===== src/rtl/battleship_board_pkg.sv =====
// Shared definitions for the Battleship game engine and its VGA renderer:
// cell/phase encodings, board defaults and the button bundle.
package battleship_board_pkg;

  localparam int unsigned GRID_DEF  = 10;
  localparam int unsigned SHIPS_DEF = 5;
  localparam int unsigned COORD_W   = 4;
  localparam int unsigned CNT_W     = 3;
  localparam int unsigned CELL_W    = 2;
  localparam int unsigned PHASE_W   = 3;

  // Coordinate value the renderer drives when the beam is outside the grid.
  localparam logic [COORD_W-1:0] OUT_OF_BOUNDS = 4'hF;

  typedef enum logic [CELL_W-1:0] {
    CELL_EMPTY = 2'd0,
    CELL_SHIP  = 2'd1,
    CELL_MISS  = 2'd2,
    CELL_HIT   = 2'd3
  } cell_e;

  typedef enum logic [PHASE_W-1:0] {
    P1_PLACE  = 3'd0,
    P2_PLACE  = 3'd1,
    P1_TURN   = 3'd2,
    P2_TURN   = 3'd3,
    GAME_OVER = 3'd4
  } phase_e;

  typedef struct packed {
    logic fire;
    logic up;
    logic down;
    logic left;
    logic right;
  } btn_t;

  function automatic logic [CNT_W-1:0] sat_inc(input logic [CNT_W-1:0] cnt,
                                               input logic [CNT_W-1:0] max);
    return (cnt >= max) ? max : cnt + CNT_W'(1);
  endfunction

endpackage


===== src/rtl/battleship_board_cursor.sv =====
// Board cursor: wrap-around row/col counter with fire > up > down > left > right priority.
module board_cursor
  import battleship_board_pkg::*;
#(
  parameter int unsigned GRID = GRID_DEF
) (
  input  logic               clk,
  input  logic               rst_n,
  input  btn_t               btn_i,
  input  logic               hold_i,
  output logic [COORD_W-1:0] row_o,
  output logic [COORD_W-1:0] col_o
);

  localparam logic [COORD_W-1:0] LAST = COORD_W'(GRID - 1);

  logic [COORD_W-1:0] row_q, row_d;
  logic [COORD_W-1:0] col_q, col_d;

  // A fire pulse claims the cycle, so it suppresses any movement.
  always_comb begin
    row_d = row_q;
    col_d = col_q;
    if (!hold_i && !btn_i.fire) begin
      if (btn_i.up) begin
        row_d = (row_q == '0) ? LAST : row_q - COORD_W'(1);
      end else if (btn_i.down) begin
        row_d = (row_q == LAST) ? '0 : row_q + COORD_W'(1);
      end else if (btn_i.left) begin
        col_d = (col_q == '0) ? LAST : col_q - COORD_W'(1);
      end else if (btn_i.right) begin
        col_d = (col_q == LAST) ? '0 : col_q + COORD_W'(1);
      end
    end
  end

  always_ff @(posedge clk or negedge rst_n) begin
    if (!rst_n) begin
      row_q <= '0;
      col_q <= '0;
    end else begin
      row_q <= row_d;
      col_q <= col_d;
    end
  end

  assign row_o = row_q;
  assign col_o = col_q;

endmodule


===== src/rtl/battleship_board.sv =====
// Battleship game-state engine: two boards, cursor, turn FSM and a registered read port.
// Optional BATTLESHIP_FOG_OF_WAR_EN hides unhit ships on the read port during turns.
module battleship_board
  import battleship_board_pkg::*;
#(
  parameter int unsigned GRID  = GRID_DEF,
  parameter int unsigned SHIPS = SHIPS_DEF
) (
  input  logic               clk_vga,
  input  logic               rst,
  input  logic               btn_up,
  input  logic               btn_down,
  input  logic               btn_left,
  input  logic               btn_right,
  input  logic               btn_fire,
  input  logic               rd_board,
  input  logic [COORD_W-1:0] rd_row,
  input  logic [COORD_W-1:0] rd_col,
  output logic [CELL_W-1:0]  rd_cell,
  output logic [COORD_W-1:0] cursor_row,
  output logic [COORD_W-1:0] cursor_col,
  output logic [PHASE_W-1:0] phase,
  output logic               winner
);

  localparam logic [CNT_W-1:0] SHIPS_C = CNT_W'(SHIPS);

  cell_e              cell_q [2][GRID][GRID];
  phase_e             phase_q, phase_d;
  logic [CNT_W-1:0]   placed_q, placed_d;
  logic [CNT_W-1:0]   p1_hits_q, p1_hits_d;
  logic [CNT_W-1:0]   p2_hits_q, p2_hits_d;
  logic               winner_q, winner_d;
  logic [CELL_W-1:0]  rd_cell_q, rd_cell_d;

  btn_t               btn_c;
  logic               wr_en_c;
  logic               wr_board_c;
  cell_e              wr_val_c;
  cell_e              cur_cell_c;
  logic               shooter_c;
  logic [CNT_W-1:0]   placed_inc_c;
  logic [CNT_W-1:0]   hits_inc_c;
  logic               rd_in_range_c;
  logic               fog_active_c;
  cell_e              rd_val_c;

  assign btn_c.fire  = btn_fire;
  assign btn_c.up    = btn_up;
  assign btn_c.down  = btn_down;
  assign btn_c.left  = btn_left;
  assign btn_c.right = btn_right;

  board_cursor #(.GRID(GRID)) u_cursor (
    .clk    (clk_vga),
    .rst_n  (rst),
    .btn_i  (btn_c),
    .hold_i (phase_q == GAME_OVER),
    .row_o  (cursor_row),
    .col_o  (cursor_col)
  );

  // Placing writes the own board; shooting writes the opponent's board.
  assign wr_board_c   = (phase_q == P2_PLACE) || (phase_q == P1_TURN);
  assign shooter_c    = (phase_q == P2_TURN);
  assign cur_cell_c   = cell_q[wr_board_c][cursor_row][cursor_col];
  assign placed_inc_c = sat_inc(placed_q, SHIPS_C);
  assign hits_inc_c   = sat_inc(shooter_c ? p2_hits_q : p1_hits_q, SHIPS_C);

  always_comb begin
    phase_d   = phase_q;
    placed_d  = placed_q;
    p1_hits_d = p1_hits_q;
    p2_hits_d = p2_hits_q;
    winner_d  = winner_q;
    wr_en_c   = 1'b0;
    wr_val_c  = CELL_EMPTY;
    case (phase_q)
      P1_PLACE, P2_PLACE: begin
        if (btn_fire && cur_cell_c == CELL_EMPTY) begin
          wr_en_c  = 1'b1;
          wr_val_c = CELL_SHIP;
          if (placed_inc_c == SHIPS_C) begin
            placed_d = '0;
            phase_d  = (phase_q == P1_PLACE) ? P2_PLACE : P1_TURN;
          end else begin
            placed_d = placed_inc_c;
          end
        end
      end
      P1_TURN, P2_TURN: begin
        if (btn_fire && cur_cell_c == CELL_SHIP) begin
          wr_en_c  = 1'b1;
          wr_val_c = CELL_HIT;
          if (shooter_c) p2_hits_d = hits_inc_c;
          else           p1_hits_d = hits_inc_c;
          if (hits_inc_c == SHIPS_C) begin
            phase_d  = GAME_OVER;
            winner_d = shooter_c;
          end else begin
            phase_d  = shooter_c ? P1_TURN : P2_TURN;
          end
        end else if (btn_fire && cur_cell_c == CELL_EMPTY) begin
          wr_en_c  = 1'b1;
          wr_val_c = CELL_MISS;
          phase_d  = shooter_c ? P1_TURN : P2_TURN;
        end
      end
      default: ;
    endcase
  end

`ifdef BATTLESHIP_FOG_OF_WAR_EN
  assign fog_active_c = (phase_q == P1_TURN) || (phase_q == P2_TURN);
`else
  assign fog_active_c = 1'b0;
`endif

  // Read port samples pre-write storage, so a same-cycle write shows next cycle.
  assign rd_in_range_c = (rd_row < COORD_W'(GRID)) && (rd_col < COORD_W'(GRID));

  always_comb begin
    rd_val_c = CELL_EMPTY;
    if (rd_in_range_c) rd_val_c = cell_q[rd_board][rd_row][rd_col];
    if (fog_active_c && rd_val_c == CELL_SHIP) rd_val_c = CELL_EMPTY;
    rd_cell_d = rd_val_c;
  end

  always_ff @(posedge clk_vga or negedge rst) begin
    if (!rst) begin
      cell_q    <= '{default: CELL_EMPTY};
      phase_q   <= P1_PLACE;
      placed_q  <= '0;
      p1_hits_q <= '0;
      p2_hits_q <= '0;
      winner_q  <= 1'b0;
      rd_cell_q <= CELL_EMPTY;
    end else begin
      if (wr_en_c) cell_q[wr_board_c][cursor_row][cursor_col] <= wr_val_c;
      phase_q   <= phase_d;
      placed_q  <= placed_d;
      p1_hits_q <= p1_hits_d;
      p2_hits_q <= p2_hits_d;
      winner_q  <= winner_d;
      rd_cell_q <= rd_cell_d;
    end
  end

  assign rd_cell = rd_cell_q;
  assign phase   = phase_q;
  assign winner  = winner_q;

endmodule


===== config.mk =====
export PLATFORM = sky130hd
export DESIGN_NAME = battleship_board
export DESIGN_NICKNAME = d
export VERILOG_FILES = /design/src/rtl/battleship_board_pkg.sv /design/src/rtl/battleship_board_cursor.sv /design/src/rtl/battleship_board.sv
export SDC_FILE = /design/constraint.sdc
export NUM_CORES = 1
export LEC_CHECK = 0
export CORE_UTILIZATION = 45
export CTS_BUF_LIST = sky130_fd_sc_hd__clkbuf_16
export CTS_CLUSTER_DIAMETER = 40
export CTS_CLUSTER_SIZE = 30
export DETAILED_ROUTE_END_ITERATION = 16
export GPL_TIMING_DRIVEN = 0
export PLACE_DENSITY = 0.58
export SYNTH_ARGS = -nofsm -noshare
export SYNTH_HDL_FRONTEND = slang
export SYNTH_HIERARCHICAL = 1
export SYNTH_SLANG_ARGS = --single-unit

===== constraint.sdc =====
create_clock -name clk_vga -period 11.65 [get_ports clk_vga]
set_input_delay 2.9125 -clock clk_vga [delete_from_list [all_inputs] [get_ports clk_vga]]
set_output_delay 2.9125 -clock clk_vga [all_outputs]
set_load 0.005 [all_outputs]

==> summary.md <==
| Metric | Value |
|---|---|
| Outcome | finished, violations left |
| Violated checks | capacitance limit, slew limit |
| Share of cells above drive strength 1 | 0.2507 |
| Synth Instances | 2,101 |
| Required time worst endpoint | 12.15 ns |
| Slew @ Worst Pin | 1.516 ns |
| Die H | 237.5 um |
| Final antenna-violating net count | 0 |
| Fin crit period | 7.647 ns |
| Clock slew at reported path FFs | 0.05 ns |
| Routability cong. | 1.041 |
| Clk_lat worst skew | 0.65 ns |
| Hold_sp | cell_q[317] |
| CP startpoint | rd_board |
| Vias | 21,864 |
| Post-layout net count | 2,231 |
| Skew final | 0.03292 ns |
| # rows | 85 |
| #FFs+latches synth | 423 |
| Max Cap Viol | 1 |
| Die area | 56,390 um^2 |
| Routed len/inst | 37.67 um |
| Min-Delay Path Class | flop to flop |
| Starting Density | 0.4591 |
| DRC viols | 0 |
| Hold Vio Cnt, Final | 0 |
| I/O Pins | 30 |
| Starting DRT DRC Count | 3,140 |
| Clock sink total | 423 |
| P_leak | 12.61 nW |
| Post-synth top flop | dfrtp_1 |
| First-pass GRT wire length | 161.6 mm |
| CTS H-tree lvls | 3 |
| CP arrival | 8.14 ns |
| WL final | 113.8 mm |
| Vias in the first global route | 21,341 |
| Synth async-reset ratio | 1.000 |
| Commonest non-fill, non-tap cell in the layout | dfrtp_1 |
| Post-synth EDFFs | 0 |
| CTS tree | yes |
| Post-Syn Nets | 2,121 |
| Commonest non-fill, non-tap cells in the layout | dfrtp_1, mux4_2, o21bai_1 |
| Port bufs | 24 |
| CP startpoint kind | input port |
| RSZ-0062 raised after global routing | no |
| Hold-fix buffers, CTS | 0 |
| Fin Hold WS | 0.4774 ns |
| CP max FO | 10 |
| Design Power | 7.561 mW |
| Grt ovf | 0 |
| Die Wd | 237.5 um |
| Critical path class | input port to flop |
| DRT Pass-1 Iters | 6 |
| Initial antenna violation count | 8 |
| Nature of the critical path endpoint | flop |
| Post-CTS setup buffer count | 0 |
| Distinct cells, synth | 93 |
| Final Cycle Share | 0.6564 |
| PwrDens | 261.0 nW/um^2 |
| Clock Path Buffers | 3 |
| Final Setup Violations | 0 |
| Pin count of the biggest net entering global routing | 110 |
| GRT Total Usage | 0.4083 |
| Sequential share of the synthesized area | 0.4242 |
| TritonCTS buffer count | 79 |
| Final slew viol count | 11 |
| YS warnings | 6 |
| Worst R2R Start | phase[2] |
| Synthesis-to-layout area growth | 16.10% |
| Vias per cell | 7.240 |
| FMAX | 0.1308 GHz |
| Worst IR Drop VDD | 0.0001491 V |
| Netlist Area Pre-Place | 24,950 um^2 |
| Root buffer cell | clkbuf_16 |
| Relative max-transition margin | -0.01039 |
| Detailed placement HPWL | 80.92 mm |
| Core box area | 54,350 um^2 |
| Post_cts resized | 0 |
| Avg Inst Size Synth | 11.88 um^2 |
==> power breakdown <==
part / internal [mW] / switching [mW]
Combinational: 0.871 / 2.55
Sequential: 1.62 / 0.167
Clock: 1.44 / 0.906
==> final cells by class <==
class,count,area [um^2]
Antenna cell,3,7.507
Inverter,31,116.4
Clock buffer,80,2002
Clock inverter,68,704.4
Timing Repair Buffer,29,366.6
Tap cell,739,924.6
Fill cell,4679,25380
Multi-Input combinational cell,1431,13250
Buffer,216,1016
Sequential cell,423,10590
==> sequential cells by signal, summed over array words and instances (netlist names) <==
register / flops
cell_q: 400
p1_hits_q: 3
p2_hits_q: 3
phase: 3
placed_q: 3
rd_cell: 2
u_cursor/col_o: 4
u_cursor/row_o: 4
winner: 1
==> cell usage after synthesis, drive strengths merged (11+ instances only) <==
master | count | area [um^2]
dfrtp | 423 | 10590
mux2 | 227 | 2556
mux4 | 160 | 3603
o21bai | 141 | 1059
nand3 | 137 | 685.7
nand2 | 114 | 437.9
clkbuf | 111 | 416.7
buf | 105 | 598.1
mux2i | 63 | 630.6
nand4 | 58 | 362.9
nor2 | 57 | 216.5
a21o | 37 | 277.8
nor3 | 35 | 205.2
and4 | 33 | 289.0
a21oi | 32 | 160.2
inv | 30 | 112.6
o21ai | 30 | 150.1
a31oi | 20 | 155.2
a211oi | 19 | 142.6
a31o | 19 | 166.4
nor4b | 19 | 254.0
o221ai | 17 | 148.9
nor2b | 13 | 81.33
a22oi | 11 | 82.58
==> cell families (layout without fill, tap and decap cells) <==
group / after synthesis / count (layout) / synth area share
DFF: 423 / 423 / 0.4242
and+or+nand+nor: 539 / 539 / 0.1229
muxes: 450 / 450 / 0.2721
buffers and inverters: 247 / 424 / 0.04533
adders and majority gates: 4 / 4 / 0.002006
AOI/OAI and AO/OA: 429 / 429 / 0.1292
other: 0 / 3 / 0
xor gates and xnor gates: 9 / 9 / 0.004213
==> path summary, 6_finish.rpt <==
check                              endpoint  slack (ns)  depth (start not counted)
worst max-delay path             rd_cell[1]        4.00                         10
worst min-delay path            cell_q[317]        0.48                          1
min in group asynchronous       cell_q[121]        2.17                          1
max in group asynchronous       cell_q[168]        8.09                          3
worst max register to register   cell_q[44]        4.69                         16
worst min register to register  cell_q[317]        0.48                          1
==> through the flow <==
stage	cell area (um^2)	setup slack, ns	util	setup TNS [ns]	instances
after floorplan	24950	5.472	-	0	2101
after global placement	26120	-11.37	0.4806	-4790.93	2864
after detailed placement	26250	3.614	0.4831	0	2869
after CTS	28960	4.244	0.5329	0	3017
after global routing	28960	3.981	0.5329	0	3017
final	28970	4.003	0.5330	0	3020
==> worst max-delay path, cell delays in order <==
cell and delay, ns:
buf_2 0.33, buf_1 0.88, clkbuf_1 0.94, clkbuf_1 0.90
mux4_2 0.43, mux4_2 0.50, mux2i_1 0.70, o221ai_1 0.19
a31oi_1 0.23, o22ai_1 0.10
==> routing by layer <==
metal	wire [um]	global-route usage	part of all wire	vias up
met1	43240	0.5380	0.38	11282
met5	57	0	0.00050	-
met2	47090	0.5710	0.41	1750
li1	-	-	-	8398
met3	15660	0.1589	0.14	426
met4	7708	0.2336	0.068	8
No activity file was read; power rests on OpenSTA's default activity.
